[config.mk]
export PLATFORM = sky130hd
export DESIGN_NAME = md_issue_ctrl_flat
export DESIGN_NICKNAME = d
export VERILOG_FILES = /design/src/rtl/md_pkg.sv /design/src/rtl/md_issue_ctrl_if.sv /design/src/rtl/md_perf_cnt.sv /design/src/rtl/md_issue_ctrl.sv /design/src/flat_wrapper.sv
export SDC_FILE = /design/constraint.sdc
export NUM_CORES = 1
export LEC_CHECK = 0
export BUFFER_PORTS_ARGS = -buffer_cell sky130_fd_sc_hd__buf_2
export CORE_MARGIN = 5
export CORE_UTILIZATION = 46
export CTS_CLUSTER_SIZE = 10
export DETAILED_ROUTE_END_ITERATION = 7
export PLACE_DENSITY = 0.92
export SYNTH_ARGS = -nofsm -noshare
export SYNTH_HDL_FRONTEND = slang
export SYNTH_HIERARCHICAL = 1
export SYNTH_SLANG_ARGS = --single-unit
[constraint.sdc]
create_clock -name clk -period 2.42 [get_ports clk]
set_clock_uncertainty 0.05 [all_clocks]
set_input_delay 0.242 -clock clk [delete_from_list [all_inputs] [get_ports clk]]
set_output_delay 0.242 -clock clk [all_outputs]
set_load 0.005 [all_outputs]
[src/rtl/md_pkg.sv]
// Shared definitions for the multiply/divide issue controller: FSM state
// encoding, XALU op codes and the md-class decode helper.
package md_pkg;

    typedef enum logic [1:0] {
        ST_IDLE  = 2'd0,
        ST_ARMED = 2'd1,
        ST_BUSY  = 2'd2
    } md_state_e;

    localparam logic [3:0] MD_OP_NONE  = 4'd0;
    localparam logic [3:0] MD_OP_MULT  = 4'd1;
    localparam logic [3:0] MD_OP_MULTU = 4'd2;
    localparam logic [3:0] MD_OP_DIV   = 4'd3;
    localparam logic [3:0] MD_OP_DIVU  = 4'd4;

    // An instruction in D is md-class if it starts an XALU op or touches HI/LO.
    function automatic logic is_md_class(input logic [3:0] op,
                                         input logic       mf,
                                         input logic       mt);
        return (op != MD_OP_NONE) || mf || mt;
    endfunction

endpackage

[src/rtl/md_issue_ctrl_if.sv]
// Pipeline <-> issue-controller signal bundle. The pipeline side (master) drives
// decode/execute status and XALU busy; the controller (slave) returns stall/status.
interface md_issue_ctrl_if #(
    parameter int CNT_W = 32
) ();
    import md_pkg::*;

    // Level signals, no handshake: every input is sampled each cycle and every
    // output is valid in the same cycle (stall_md/md_active are combinational).
    logic [3:0]       md_op_D;
    logic             mf_D;
    logic             mt_D;
    logic             start_E;
    logic             busy;
    logic             stall_md;
    logic             md_active;
    logic             md_err;
    logic [CNT_W-1:0] stall_cnt;
    md_state_e        dbg_state;

    modport master (
        output md_op_D, mf_D, mt_D, start_E, busy,
        input  stall_md, md_active, md_err, stall_cnt, dbg_state
    );

    modport slave (
        input  md_op_D, mf_D, mt_D, start_E, busy,
        output stall_md, md_active, md_err, stall_cnt, dbg_state
    );

endinterface

[src/rtl/md_perf_cnt.sv]
// Free-running stall-cycle counter, only instantiated when MD_PERF_EN is defined.
// Wraps naturally at 2^CNT_W.
module md_perf_cnt #(
    parameter int CNT_W = 32
) (
    input  logic             clk,
    input  logic             reset,
    input  logic             inc_i,
    output logic [CNT_W-1:0] cnt_o
);

    logic [CNT_W-1:0] cnt_q;
    logic [CNT_W-1:0] cnt_d;

    always_comb begin
        cnt_d = cnt_q;
        if (inc_i) begin
            cnt_d = cnt_q + CNT_W'(1);
        end
    end

    always_ff @(posedge clk) begin
        if (reset) begin
            cnt_q <= '0;
        end else begin
            cnt_q <= cnt_d;
        end
    end

    assign cnt_o = cnt_q;

endmodule

[src/rtl/md_issue_ctrl.sv]
// Multiply/divide issue controller: tracks an outstanding XALU op and stalls D on
// md-class instructions. Define MD_PERF_EN to build the stall-cycle counter.
module md_issue_ctrl
    import md_pkg::*;
#(
    parameter int MAX_CYC = 16,
    parameter int CNT_W   = 32
) (
    input  logic           clk,
    input  logic           reset,
    md_issue_ctrl_if.slave bus
);

    localparam int              BC_W   = $clog2(MAX_CYC + 1);
    localparam logic [BC_W-1:0] BC_MAX = BC_W'(MAX_CYC);

    md_state_e       state_q;
    md_state_e       state_d;
    md_state_e       state_eff;
    logic [BC_W-1:0] bcnt_q;
    logic [BC_W-1:0] bcnt_d;
    logic            err_q;
    logic            err_d;
    logic            active;
    logic            stall;

    always_comb begin
        state_d = state_q;
        bcnt_d  = bcnt_q;
        err_d   = err_q;
        unique case (state_q)
            ST_IDLE: begin
                if (bus.start_E) begin
                    state_d = ST_ARMED;
                end else if (bus.busy) begin
                    // Busy without a start means the XALU and pipeline disagree.
                    state_d = ST_BUSY;
                    err_d   = 1'b1;
                end
            end
            ST_ARMED: begin
                if (bus.start_E) begin
                    err_d = 1'b1;
                end
                state_d = bus.busy ? ST_BUSY : ST_IDLE;
            end
            ST_BUSY: begin
                if (bus.start_E) begin
                    err_d = 1'b1;
                end
                if (bus.busy) begin
                    if (bcnt_q != BC_MAX) begin
                        bcnt_d = bcnt_q + BC_W'(1);
                    end
                    if (bcnt_d == BC_MAX) begin
                        err_d = 1'b1;
                    end
                end else begin
                    state_d = ST_IDLE;
                end
            end
            default: state_d = ST_IDLE;
        endcase
        if ((state_d == ST_BUSY) && (state_q != ST_BUSY)) begin
            bcnt_d = '0;
        end
    end

    always_ff @(posedge clk) begin
        if (reset) begin
            state_q <= ST_IDLE;
            bcnt_q  <= '0;
            err_q   <= 1'b0;
        end else begin
            state_q <= state_d;
            bcnt_q  <= bcnt_d;
            err_q   <= err_d;
        end
    end

    // While reset is held the combinational outputs already behave as in IDLE.
    assign state_eff = reset ? ST_IDLE : state_q;
    assign active    = (state_eff != ST_IDLE) || bus.start_E;
    assign stall     = is_md_class(bus.md_op_D, bus.mf_D, bus.mt_D) && active;

    assign bus.md_active = active;
    assign bus.stall_md  = stall;
    assign bus.md_err    = err_q;
    assign bus.dbg_state = state_q;

`ifdef MD_PERF_EN
    md_perf_cnt #(
        .CNT_W(CNT_W)
    ) u_perf_cnt (
        .clk   (clk),
        .reset (reset),
        .inc_i (stall),
        .cnt_o (bus.stall_cnt)
    );
`else
    assign bus.stall_cnt = '0;
`endif

endmodule

[src/flat_wrapper.sv]
// flat-port wrapper written by rule: the top's interface ports become plain ports
module md_issue_ctrl_flat import md_pkg::*;
#(
    parameter int MAX_CYC = 16,
    parameter int CNT_W   = 32
)
  (clk, reset, bus_md_op_D, bus_mf_D, bus_mt_D, bus_start_E, bus_busy, bus_stall_md, bus_md_active, bus_md_err, bus_stall_cnt, bus_dbg_state);
  md_issue_ctrl_if #(.CNT_W(CNT_W)) bus_i ();
  input  logic clk;
  input  logic reset;
  input wire logic [$bits(bus_i.md_op_D)-1:0] bus_md_op_D;
  input wire logic [$bits(bus_i.mf_D)-1:0] bus_mf_D;
  input wire logic [$bits(bus_i.mt_D)-1:0] bus_mt_D;
  input wire logic [$bits(bus_i.start_E)-1:0] bus_start_E;
  input wire logic [$bits(bus_i.busy)-1:0] bus_busy;
  output wire logic [$bits(bus_i.stall_md)-1:0] bus_stall_md;
  output wire logic [$bits(bus_i.md_active)-1:0] bus_md_active;
  output wire logic [$bits(bus_i.md_err)-1:0] bus_md_err;
  output wire logic [$bits(bus_i.stall_cnt)-1:0] bus_stall_cnt;
  output wire logic [$bits(bus_i.dbg_state)-1:0] bus_dbg_state;
  assign bus_i.md_op_D = bus_md_op_D;
  assign bus_i.mf_D = bus_mf_D;
  assign bus_i.mt_D = bus_mt_D;
  assign bus_i.start_E = bus_start_E;
  assign bus_i.busy = bus_busy;
  assign bus_stall_md = bus_i.stall_md;
  assign bus_md_active = bus_i.md_active;
  assign bus_md_err = bus_i.md_err;
  assign bus_stall_cnt = bus_i.stall_cnt;
  assign bus_dbg_state = bus_i.dbg_state;
  md_issue_ctrl #(.MAX_CYC(MAX_CYC), .CNT_W(CNT_W)) u_core (.clk(clk), .reset(reset), .bus(bus_i));
endmodule
# [Yosys cells after proc, flatten, opt, wreduce, memory -nomap -nowiden]
# Index checks and enable logic that the tools add are counted.
[word_totals] reg_bits=8 input_bits=10 output_inout_bits=37 word_cells=39
[classes] n_addsub=1 eq_ne=8 n_mux=15 reduce_logical=12
[op_table] cell="5-bit 2-to-1 mux" n=3
[op_table] cell="2-bit 2-to-1 mux" n=5
[op_table] cell="2-bit != test, second input constant" n=3
[op_table] cell="2-bit one-hot mux with 3 select lines" n=1
[op_table] cell="5-bit by 1-bit adder with 5-bit output, second input constant" n=1
[op_table] cell="5-bit equality test, second input constant" n=1
[op_table] cell="1-bit 2-to-1 mux" n=5
[op_table] cell="5-bit != test, second input constant" n=1
[op_table] cell="2-bit equality test, second input constant" n=2
[op_table] cell="4-bit nonzero test" n=1
[op_table] cell="1-bit logical OR" n=3
[op_table] cell="1-bit one-hot mux with 3 select lines" n=1
[op_table] cell="3-bit AND reduction" n=1
[op_table] cell="3-bit nonzero test" n=1
[op_table] cell="2-bit by 1-bit equality test with 1-bit output, second input constant" n=1
[op_table] cell="1-bit logical AND" n=2
[op_table] cell="2-bit zero test" n=1
[op_table] cell="2-bit AND reduction" n=1
[op_table] cell="2-bit nonzero test" n=1
[op_table] cell="2-bit OR reduction" n=1

# [Logic depth before layout (Yosys ltp)]
# Gate-level depths: netlist (run 1).
[logic_depth] word_depth=8 depth_mapped=7 ltp_nobuf=7

# [Worst setup path after synthesis (run 1)]
# No wires, ideal clock.
[synth_path] kind="flip-flop to flip-flop" startpoint="register u_core.state_q[0] (netlist: u_core/bus.dbg_state[0])" endpoint="register u_core.bcnt_q[1]" setup_ps=70 t_arrival_ps=1388 t_required_ps=2300 path_slack_ps=912 stages_incl_launch_ff=8 path_buffers=0 synth_period_minus_slack_ps=1508 path_cell_list="dfxtp_1 inv_1 ha_1 nor2b_1 o21ai_0 o21ai_1 a31o_2 a21oi_1"
[synth_via] elab_chain_cells=6 elab_cells_between_ends=12 classes_between="eq/ne: 4; mux: 4; reduce/logical: 4"
[synth_rtl] element="start, declared" line="md_issue_ctrl.sv:17" source="md_state_e state_q;"
[synth_rtl] element="start signal, assigned" line="md_issue_ctrl.sv:75" source="state_q <= state_d;"
[synth_rtl] element="2-bit 2-to-1 mux" line="md_issue_ctrl.sv:35" source="end else if (bus.busy) begin"
[synth_rtl] element="2-bit 2-to-1 mux" line="md_issue_ctrl.sv:33" source="if (bus.start_E) begin"
[synth_rtl] element="2-bit one-hot mux with 3 select lines" line="md_issue_ctrl.sv:31" source="unique case (state_q)"
[synth_rtl] element="2-bit equality test" line="md_issue_ctrl.sv:64" source="if ((state_d == ST_BUSY) && (state_q != ST_BUSY)) begin"
[synth_rtl] element="1-bit logical AND" line="md_issue_ctrl.sv:64"
[synth_rtl] element="2-bit OR reduction (no line)"
[synth_rtl] element="end signal, assigned" line="md_issue_ctrl.sv:76" source="bcnt_q <= bcnt_d;"
[synth_rtl] element="end, declared" line="md_issue_ctrl.sv:20" source="logic [BC_W-1:0] bcnt_q;"
# Several ways; a longest one is shown, not always the timed one.
# A chain may end at the register's enable or synchronous reset.

# [Worst setup path after layout (run 1)]
# Same ends and word-level chain as after synthesis.

==> report_table.html, run 1 <==
<table>
<tr><th>Metric</th><th>Value</th></tr>
<tr><th colspan="2">Timing</th></tr>
<tr><td>Setup repair after global routing missed its margin</td><td>false</td></tr>
<tr><td>Post-layout minimum cycle time</td><td>around 1.7 ns</td></tr>
<tr><td>Fraction of the cycle the final worst path needs</td><td>between 60% and 70%</td></tr>
<tr><td>Hold violation count in the final report</td><td>0</td></tr>
<tr><td>Setup TNS</td><td>0 ns</td></tr>
<tr><td>Number of max-slew violations in the final report</td><td>0</td></tr>
<tr><td>Max Fclk</td><td>593.6 MHz</td></tr>
<tr><td>Final-report setup violation count</td><td>0</td></tr>
<tr><th colspan="2">Placed design</th></tr>
<tr><td>Post-DP HPWL</td><td>roughly 1300 um</td></tr>
<tr><td>Placer congestion estimate</td><td>0.8176</td></tr>
<tr><td>Port bufs</td><td>14</td></tr>
<tr><th colspan="2">Clocking</th></tr>
<tr><td>Worst-path clk slew</td><td>0.04 ns</td></tr>
<tr><td>Number of clock sinks</td><td>8</td></tr>
<tr><td>Clock latency at the later pin of the worst-skew pair</td><td>0.26 ns</td></tr>
<tr><td>Number of post-CTS setup repair buffers</td><td>0</td></tr>
<tr><td>H-tree depth</td><td>1</td></tr>
<tr><td>TritonCTS clock tree</td><td>built</td></tr>
<tr><td>Root buffer cell</td><td>clkbuf_4</td></tr>
<tr><td>CTS Buffer Depth</td><td>2</td></tr>
<tr><td># hold bufs at CTS</td><td>0</td></tr>
<tr><td>TritonCTS Buffers</td><td>3</td></tr>
<tr><td>Number of cells upsized or downsized after cts</td><td>0</td></tr>
<tr><th colspan="2">Pwr</th></tr>
<tr><td>Worst-case vdd ir drop</td><td>235.5 uV</td></tr>
<tr><td>Part of the total power dissipated in sequential elements</td><td>43.7%</td></tr>
<tr><td>Net switching power</td><td>between 100 and 150 uW</td></tr>
<tr><td>Post-layout total power</td><td>334.1 uW</td></tr>
<tr><td>Power density relative to cell area</td><td>408.2 mW/mm^2</td></tr>
<tr><td>Int Pwr</td><td>between 200 and 250 uW</td></tr>
<tr><td>Sw Ratio</td><td>31.33%</td></tr>
<tr><td>Leakage power of the design</td><td>0.3815 nW</td></tr>
<tr><td>Share of total power in combinational logic</td><td>26.3%</td></tr>
<tr><td>Clock network power share</td><td>between 30% and 40%</td></tr>
<tr><th colspan="2">Drt</th></tr>
<tr><td>Drt first pass iters</td><td>3</td></tr>
<tr><td>DR vias</td><td>about 630</td></tr>
<tr><td>Total detailed-routing wirelength</td><td>~1500 um</td></tr>
<tr><td>Drc violations</td><td>0</td></tr>
<tr><td>Routed length per instance</td><td>10.52 um</td></tr>
<tr><td>1st-iter DRT viols</td><td>4</td></tr>
<tr><td>Post-DR vias/cell</td><td>4.361</td></tr>
<tr><td>Antenna violation net count after detailed routing</td><td>0</td></tr>
<tr><th colspan="2">Finish</th></tr>
<tr><td>Final standard cell utilization of the core</td><td>around 48%</td></tr>
<tr><td>Number of nets in the final layout</td><td>137</td></tr>
<tr><td>Synthesis-to-finish area growth</td><td>-0.6079%</td></tr>
<tr><td>Multi-input gate area</td><td>515.5 um^2</td></tr>
<tr><td>Share of cells above drive strength 1</td><td>18.49%</td></tr>
<tr><td>Fillcell total</td><td>177</td></tr>
<tr><td>Total area of sequential cells</td><td>160.2 um^2</td></tr>
<tr><td>Antenna Diode Count</td><td>0</td></tr>
<tr><th colspan="2">Setup path</th></tr>
<tr><td>Reg2reg setup slack</td><td>approximately 0.74 ns</td></tr>
<tr><td>Worst path required time</td><td>between 2 and 3 ns</td></tr>
<tr><td>Cells on worst reg2reg path</td><td>7</td></tr>
<tr><td>Largest fanout on the critical path</td><td>6</td></tr>
<tr><td>Element type at the critical path end</td><td>flip-flop</td></tr>
<tr><td>Critical Path Source Type</td><td>flip-flop</td></tr>
<tr><td>Critical path arrival</td><td>between 1.5 and 2 ns</td></tr>
<tr><td>Critical setup path kind</td><td>reg -&gt; reg</td></tr>
<tr><td>Launching point of the worst reg2reg path</td><td>u_core/bus.dbg_state[0]</td></tr>
<tr><td>FF-to-FF End</td><td>u_core/bcnt_q[1]</td></tr>
<tr><th colspan="2">Yosys</th></tr>
<tr><td>Seq/Total Area, Yosys</td><td>19.45%</td></tr>
<tr><td>Synthesis-stage register bit count</td><td>8</td></tr>
<tr><td>Post-synth ARST share</td><td>0%</td></tr>
<tr><td>Top cell type by total area after synthesis</td><td>buf_4</td></tr>
<tr><td>Post-synth EDFFs</td><td>0</td></tr>
<tr><td>Cell count after synthesis</td><td>104</td></tr>
<tr><td>Netlist area before placement</td><td>823.3 um^2</td></tr>
<tr><td>Cell types with the largest area share after synthesis</td><td>buf_4 (29%), dfxtp_1 (19%), ha_1 (9.1%)</td></tr>
<tr><td>Number of distinct library cell variants in the gate-level netlist after synthesis</td><td>33</td></tr>
<tr><td>Most frequently used cell type in the post-synthesis netlist</td><td>buf_4</td></tr>
<tr><td>Average size of a mapped cell</td><td>7.916 um^2</td></tr>
<tr><td>Synthesis warning total</td><td>6</td></tr>
<tr><td>Most frequent cells after synthesis</td><td>buf_4 (32), nor2_1 (10), dfxtp_1 (8), ha_1 (6)</td></tr>
<tr><td>Top FF cell, synth</td><td>dfxtp_1</td></tr>
<tr><td>Fraction of synthesized cell area taken by the top area cell type</td><td>29.18%</td></tr>
<tr><th colspan="2">Global route</th></tr>
<tr><td>Vias in the first global route</td><td>between 500 and 600</td></tr>
<tr><td>Number of antenna violations at the first check in global routing</td><td>0</td></tr>
<tr><td>Pin count of the biggest net entering global routing</td><td>11</td></tr>
<tr><td>GRT Resource Usage Total</td><td>10.84%</td></tr>
<tr><td>Global-route wire length before repair</td><td>~2200 um</td></tr>
<tr><td>Total overflow reported by the global router</td><td>0</td></tr>
<tr><th colspan="2">Die</th></tr>
<tr><td>X dimension of the die</td><td>~52 um</td></tr>
<tr><td>Effective utilization at floorplan</td><td>48.21%</td></tr>
<tr><td>Die height</td><td>52.31 um</td></tr>
<tr><td>Row cnt</td><td>15</td></tr>
<tr><td>Area of the core</td><td>0.001708 mm^2</td></tr>
<tr><td>Die area</td><td>around 0.0027 mm^2</td></tr>
<tr><td>I/O Pins</td><td>47</td></tr>
<tr><th colspan="2">Hold path</th></tr>
<tr><td>Hold Startpoint</td><td>reset</td></tr>
<tr><td>Hold Crit Endpoint</td><td>u_core/bus.dbg_state[0]</td></tr>
<tr><td>Hold path cells</td><td>2</td></tr>
<tr><td>Class of the worst hold path</td><td>in -&gt; reg</td></tr>
<tr><th colspan="2">Status</th></tr>
<tr><td>Status</td><td>finished, final reports clean</td></tr>
<tr><th colspan="2">Run</th></tr>
<tr><td>Max-cap check violation count</td><td>0</td></tr>
</table>
[layout by cell type, fill, tap and decap left out, types with 2 or more instances in the layout]
cell      instances
a21oi_1           5
buf_2            14
clkbuf_4          3
conb_1           32
dfxtp_1           8
ha_1              6
inv_1             5
nand2_1           2
nand3_1           4
nor2_1           10
nor3_1            3
o21ai_0           3
xnor2_1           4
[flip-flops by register name, indices dropped and copies added, names as in the netlist]
name,count
u_core/bus.md_err,1
u_core/bus.dbg_state,2
u_core/bcnt_q,5
[per-layer routing]
metal,up-vias,routed length (um),GRT usage (%)
li1,317,-,-
met5,-,0,0
met4,0,36,6.809
met2,31,744,18.60
met1,276,567,11.09
met3,4,166,3.704
[how the worst max path moves through the flow]
stage                       startpoint               end  depth (start not counted)
3_3_place_gp   u_core/bus.dbg_state[0]  u_core/bcnt_q[1]                          7
2_1_floorplan  u_core/bus.dbg_state[0]  u_core/bcnt_q[1]                          7
5_1_grt        u_core/bus.dbg_state[0]  u_core/bcnt_q[3]                          7
3_5_place_dp   u_core/bus.dbg_state[0]  u_core/bcnt_q[1]                          7
4_1_cts        u_core/bus.dbg_state[0]  u_core/bcnt_q[1]                          7
6_report       u_core/bus.dbg_state[0]  u_core/bcnt_q[1]                          7
[final cells by class]
cell class,instances,share of cell area (%)
Clock buffer,3,2.752
Timing Repair Buffer,14,8.563
Sequential cell,8,19.57
Multi-Input combinational cell,89,63.00
Inverter,5,2.294
Tap cell,25,3.823
[per-stage QoR]
| stage | setup slack, ns | hold WS [ns] | cells | instance area [um^2] |
|---|---|---|---|---|
| after floorplan | 0.9124 | 0.2648 | 135 | 939.7 |
| after global placement | 0.8514 | 0.4274 | 141 | 795.8 |
| after detailed placement | 0.7500 | 0.4396 | 141 | 795.8 |
| after CTS | 0.7322 | 0.1787 | 144 | 818.3 |
| after global routing | 0.5908 | 0.1868 | 144 | 818.3 |
| final | 0.7352 | 0.1834 | 144 | 818.3 |
[kinds of logic after synthesis]
family	share of synthesized area, %
flip-flops	19.45
XOR/XNOR	5.319
buffers and inverters	32.07
AND/OR/NAND/NOR	19.00
other	0.4555
adder cells (fa/ha/maj)	9.118
AO/OA/AOI/OAI	14.59
[power groups by stage]
stage / Clock (mW) / Sequential [mW] / Combinational [mW]
after floorplan: 0 / 0.148 / 0.0957
after global placement: 0 / 0.148 / 0.0813
after detailed placement: 0 / 0.149 / 0.0852
after CTS: 0.104 / 0.146 / 0.0858
after global routing: 0.114 / 0.147 / 0.0978
final: 0.100 / 0.146 / 0.0877
[critical path: stages (launching register included)]
cell     delay (ns)
dfxtp_1        0.42
inv_1          0.11
ha_1           0.27
nor2b_1        0.16
o21ai_0        0.14
o21ai_1        0.10
a31o_2         0.24
a21oi_1        0.11
No activity file was read; power rests on OpenSTA's default activity.
==> run 2: changes to the inputs <==
--- a/config.mk
+++ b/config.mk
@@ -5,12 +5,13 @@
 export SDC_FILE = /design/constraint.sdc
 export NUM_CORES = 1
 export LEC_CHECK = 0
+export ABC_AREA = 1
 export BUFFER_PORTS_ARGS = -buffer_cell sky130_fd_sc_hd__buf_2
 export CORE_MARGIN = 5
-export CORE_UTILIZATION = 46
+export CORE_UTILIZATION = 39
 export CTS_CLUSTER_SIZE = 10
 export DETAILED_ROUTE_END_ITERATION = 7
-export PLACE_DENSITY = 0.92
+export PLACE_DENSITY = 0.84
 export SYNTH_ARGS = -nofsm -noshare
 export SYNTH_HDL_FRONTEND = slang
 export SYNTH_HIERARCHICAL = 1
==> constraint.sdc (replaced) <==
create_clock -name clk -period 1.5 [get_ports clk]
set_clock_uncertainty 0.05 [all_clocks]
set_input_delay 0.15 -clock clk [delete_from_list [all_inputs] [get_ports clk]]
set_output_delay 0.15 -clock clk [all_outputs]
set_load 0.005 [all_outputs]
==> run 2 against run 1 <==
  * The run now ends with setup timing left
  * Sequential power rose by 64%
  * Hold slack got worse by 0.16 ns
  * Clock power rose by 65%
  * Synthesized cell count rose by 23%
  * Fmax rose by 11%
  * Via count rose by 18%
  * Cell count rose by 25%
  * Combinational power rose to 2.8 times the previous value
  * Global-route usage fell by 1.8 points
  * Largest power group is now combinational cells
==> report_table.html, run 2 <==
<table>
<tr><th>Metric</th><th>Value</th></tr>
<tr><th colspan="2">Yosys</th></tr>
<tr><td>Cell types with the largest area share after synthesis</td><td>buf_4 (28%), dfxtp_1 (19%), nand2_1 (11%) (was buf_4 (29%), dfxtp_1 (19%), ha_1 (9.1%))</td></tr>
<tr><td>Most frequent cells after synthesis</td><td>buf_4 (32), nand2_1 (24), inv_1 (17), nor2_1 (10), a21oi_1 (9) (was buf_4 (32), nor2_1 (10), dfxtp_1 (8), ha_1 (6))</td></tr>
<tr><td>Share of synthesized area spent on multiplexers</td><td>0% (unchanged)</td></tr>
<tr><td>Post-synth EDFFs</td><td>0 (unchanged)</td></tr>
<tr><td>Average size of a mapped cell</td><td>6.598 um^2 (was 7.916 um^2)</td></tr>
<tr><td>Main combinational cell family by area after synthesis</td><td>buffers and inverters (unchanged)</td></tr>
<tr><td>Most frequently used cell type in the post-synthesis netlist</td><td>buf_4 (unchanged)</td></tr>
<tr><td>Netlist area before placement</td><td>844.6 um^2 (was 823.3 um^2)</td></tr>
<tr><td>Fraction of the mapped netlist area in simple logic gates</td><td>22.37% (was 19.00%)</td></tr>
<tr><td>Seq/Total Area, Yosys</td><td>18.96% (was 19.45%)</td></tr>
<tr><td>Adder and majority cell fraction of the synthesized area</td><td>8.889% (was 9.119%)</td></tr>
<tr><td>Cell count after synthesis</td><td>128 (was 104)</td></tr>
<tr><td>Compound-Gate Fraction of Synth Area</td><td>11.85% (was 14.59%)</td></tr>
<tr><td>Synthesis warning total</td><td>6 (unchanged)</td></tr>
<tr><td>Synthesis-stage register bit count</td><td>8 (unchanged)</td></tr>
<tr><td>Number of distinct library cell variants in the gate-level netlist after synthesis</td><td>19 (was 33)</td></tr>
<tr><td>Post-Synth XOR/XNOR Area</td><td>1.037% (was 5.319%)</td></tr>
<tr><td>Post-synth ARST share</td><td>0% (unchanged)</td></tr>
<tr><td>Top FF cell, synth</td><td>dfxtp_1 (unchanged)</td></tr>
<tr><td>Fraction of synthesized cell area taken by the top area cell type</td><td>28.44% (was 29.18%)</td></tr>
<tr><td>Top cell type by total area after synthesis</td><td>buf_4 (unchanged)</td></tr>
<tr><th colspan="2">Finish</th></tr>
<tr><td>Antenna Diode Count</td><td>0 (unchanged)</td></tr>
<tr><td>Flip-flop count of the largest register after layout</td><td>5 (unchanged)</td></tr>
<tr><td>Most frequent cells in the layout</td><td>conb_1 (32), nand2_1 (20), buf_2 (14) (was conb_1 (32), buf_2 (14), nor2_1 (10))</td></tr>
<tr><td>Most flop-heavy register</td><td>u_core/bcnt_q (unchanged)</td></tr>
<tr><td>Number of nets in the final layout</td><td>171 (was 137)</td></tr>
<tr><td>Synthesis-to-finish area growth</td><td>17.93% (was -0.6079%)</td></tr>
<tr><td>Most common library cell in the layout ignoring fill and taps</td><td>conb_1 (unchanged)</td></tr>
<tr><td>Share of cells above drive strength 1</td><td>32.68% (was 18.49%)</td></tr>
<tr><th colspan="2">Drt</th></tr>
<tr><td>Post-DR vias/cell</td><td>4.128 (was 4.361)</td></tr>
<tr><td>Total detailed-routing wirelength</td><td>1802 um (was 1515 um)</td></tr>
<tr><td>1st-iter DRT viols</td><td>13 (was 4)</td></tr>
<tr><td>DR vias</td><td>743 (was 628)</td></tr>
<tr><td>Routed length per instance</td><td>10.01 um (was 10.52 um)</td></tr>
<tr><td>Drt first pass iters</td><td>4 (was 3)</td></tr>
<tr><td>Drc violations</td><td>0 (unchanged)</td></tr>
<tr><td>Antenna violation net count after detailed routing</td><td>0 (unchanged)</td></tr>
<tr><th colspan="2">Placed design</th></tr>
<tr><td>Port bufs</td><td>14 (unchanged)</td></tr>
<tr><td>DP Worst Slack</td><td>-0.05665 ns (was 0.7500 ns)</td></tr>
<tr><td>Placer congestion estimate</td><td>0.8011 (was 0.8176)</td></tr>
<tr><td>Post-DP HPWL</td><td>1340 um (was 1266 um)</td></tr>
<tr><th colspan="2">Global route</th></tr>
<tr><td>Global-route wire length before repair</td><td>2263 um (was 2166 um)</td></tr>
<tr><td>Pin count of the biggest net entering global routing</td><td>8 (was 11)</td></tr>
<tr><td>Vias in the first global route</td><td>549 (was 542)</td></tr>
<tr><td>GRT Resource Usage Total</td><td>9.018% (was 10.84%)</td></tr>
<tr><td>Number of antenna violations at the first check in global routing</td><td>0 (unchanged)</td></tr>
<tr><td>Total overflow reported by the global router</td><td>0 (unchanged)</td></tr>
<tr><th colspan="2">Pwr</th></tr>
<tr><td>Leakage power of the design</td><td>0.5043 nW (was 0.3815 nW)</td></tr>
<tr><td>Part of the total power dissipated in sequential elements</td><td>36.8% (was 43.7%)</td></tr>
<tr><td>Worst-case vdd ir drop</td><td>498.6 uV (was 235.5 uV)</td></tr>
<tr><td>Sw Ratio</td><td>34.67% (was 31.33%)</td></tr>
<tr><td>Share of total power in combinational logic</td><td>37.8% (was 26.3%)</td></tr>
<tr><td>Net switching power</td><td>225.7 uW (was 104.6 uW)</td></tr>
<tr><td>Int Pwr</td><td>425.3 uW (was 229.4 uW)</td></tr>
<tr><td>Power density relative to cell area</td><td>653.6 mW/mm^2 (was 408.2 mW/mm^2)</td></tr>
<tr><td>Clock network power share</td><td>25.4% (was 30.0%)</td></tr>
<tr><th colspan="2">Die</th></tr>
<tr><td>Die height</td><td>56.54 um (was 52.31 um)</td></tr>
<tr><td>Row cnt</td><td>16 (was 15)</td></tr>
<tr><td>Die area</td><td>0.003196 mm^2 (was 0.002736 mm^2)</td></tr>
<tr><td>I/O Pins</td><td>47 (unchanged)</td></tr>
<tr><td>X dimension of the die</td><td>56.54 um (was 52.31 um)</td></tr>
<tr><td>Effective utilization at floorplan</td><td>41.77% (was 48.21%)</td></tr>
<tr><td>Area of the core</td><td>0.002022 mm^2 (was 0.001708 mm^2)</td></tr>
<tr><th colspan="2">Timing</th></tr>
<tr><td>Minimum setup slack in the final design</td><td>-0.01498 ns (was 0.7352 ns)</td></tr>
<tr><td>Post-layout minimum cycle time</td><td>1.515 ns (was 1.685 ns)</td></tr>
<tr><td>Setup TNS</td><td>-0.02807 ns (was 0 ns)</td></tr>
<tr><td>Setup repair after global routing missed its margin</td><td>true (was false)</td></tr>
<tr><td>Hold violation count in the final report</td><td>0 (unchanged)</td></tr>
<tr><td>Number of max-slew violations in the final report</td><td>0 (unchanged)</td></tr>
<tr><td>Fraction of the cycle the final worst path needs</td><td>101.0% (was 69.62%)</td></tr>
<tr><td>Max Fclk</td><td>660.1 MHz (was 593.6 MHz)</td></tr>
<tr><td>Final-report setup violation count</td><td>3 (was 0)</td></tr>
<tr><th colspan="2">Setup path</th></tr>
<tr><td>Critical Path Source Type</td><td>flip-flop (unchanged)</td></tr>
<tr><td>Element type at the critical path end</td><td>flip-flop (unchanged)</td></tr>
<tr><td>Critical path arrival</td><td>1.60 ns (was 1.81 ns)</td></tr>
<tr><td>Worst path required time</td><td>1.59 ns (was 2.55 ns)</td></tr>
<tr><td>Critical setup path kind</td><td>reg -&gt; reg (unchanged)</td></tr>
<tr><td>Largest fanout on the critical path</td><td>5 (was 6)</td></tr>
<tr><th colspan="2">Clocking</th></tr>
<tr><td>TritonCTS clock tree</td><td>built (unchanged)</td></tr>
<tr><td>Clock latency at the later pin of the worst-skew pair</td><td>0.25 ns (was 0.26 ns)</td></tr>
<tr><td>H-tree depth</td><td>1 (unchanged)</td></tr>
<tr><td>Worst-path clk slew</td><td>0.06 ns (was 0.04 ns)</td></tr>
<tr><td>TritonCTS Buffers</td><td>3 (unchanged)</td></tr>
<tr><td>Root buffer cell</td><td>clkbuf_4 (unchanged)</td></tr>
<tr><td>Number of clock sinks</td><td>8 (unchanged)</td></tr>
<tr><td># hold bufs at CTS</td><td>0 (unchanged)</td></tr>
<tr><td>CTS Buffer Depth</td><td>2 (unchanged)</td></tr>
<tr><th colspan="2">Status</th></tr>
<tr><td>Violations in the final reports</td><td>setup timing</td></tr>
<tr><td>Status</td><td>complete, but fails checks (was finished, final reports clean)</td></tr>
<tr><th colspan="2">Run</th></tr>
<tr><td>Max-cap check violation count</td><td>0 (unchanged)</td></tr>
<tr><th colspan="2">Hold path</th></tr>
<tr><td>Class of the worst hold path</td><td>in -&gt; reg (unchanged)</td></tr>
</table>
## run 2: cell count changes in the layout (fill, tap and decap cells not counted), moves of 3 or more
cell / delta
dfxtp_1: -4
inv_4: +3
a21oi_1: +4
ha_1: -3
xnor2_1: -4
nand2_2: +5
inv_1: +7
ha_4: +3
inv_2: +3
nand2_1: +18
buf_4: +8
## run 2: power groups by stage
| stage | combinational (mW) | clock, mW | sequential, mW |
|---|---|---|---|
| after CTS | 0.190 | 0.172 | 0.236 |
| after floorplan | 0.172 | 0 | 0.243 |
| final | 0.246 | 0.165 | 0.240 |
| after global routing | 0.272 | 0.180 | 0.241 |
| after detailed placement | 0.182 | 0 | 0.239 |
| after global placement | 0.174 | 0 | 0.239 |
## run 2: through the flow
| stage | cells | total power [mW] | instance area (um^2) | hold slack, ns | utilization (%) |
|---|---|---|---|---|---|
| 4_1_cts | 176 | 0.5988 | 889.6 | 0.01330 | 44.00 |
| 6_report | 180 | 0.6509 | 996.0 | 0.01944 | 49.26 |
| 3_5_place_dp | 172 | 0.4214 | 855.8 | 0.2927 | 42.33 |
| 2_1_floorplan | 159 | 0.4148 | 962.2 | 0.1650 | - |
| 3_3_place_gp | 172 | 0.4132 | 855.8 | 0.2866 | 42.33 |
| 5_1_grt | 180 | 0.6929 | 996.0 | 0.02002 | 49.26 |
## run 2: cells by family after synthesis
| logic type | Yosys count |
|---|---|
| compound gates | 17 |
| xor+xnor | 1 |
| fa+ha+maj | 6 |
| buf+inv | 50 |
| flops | 8 |
| other cells | 1 |
| simple gates | 45 |
## run 2: final cells by class
cell class              count  area [um^2]
fillers                   218         1026
inverters                  18        75.07
flip-flops and latches      8        170.2
clock buffers               3        22.52
multi-input cells         101        553.0
repair buffers             23        141.4
well taps                  27        33.78
## run 2: timing repair
action | in CTS | in global routing
buffers inserted | 1 | 4
pin swaps | 2 | 8
setup endpoints to repair | 5 | 6
gates resized for setup | 4 | 24
## run 2: per-layer routing
layer	global-route usage (%)	up-vias	wire (um)
met1	10.33	329	700
met2	14.69	29	948
met3	2.064	2	138
li1	-	383	-
met4	6.102	0	14
met5	0	-	0
## run 2: worst max-delay path: stages, from the launching register on
cell and delay, ns:
dfxtp_4 0.36, inv_4 0.07, ha_4 0.14, inv_2 0.05
nor2_1 0.11, o21ai_1 0.10, a21oi_2 0.17, nand2_2 0.08
o21ai_4 0.20, a21oi_1 0.07
## run 2: final timing paths
path / from / end / slack [ns] / cells past startpoint
max: u_core/bus.dbg_state[1] / u_core/bcnt_q[1] / -0.01 / 9
max reg2reg: u_core/bus.dbg_state[1] / u_core/bcnt_q[1] / -0.01 / 9
min reg2reg: u_core/bcnt_q[1] / u_core/bcnt_q[1] / 0.46 / 2
min: reset / u_core/bus.dbg_state[0] / 0.02 / 2
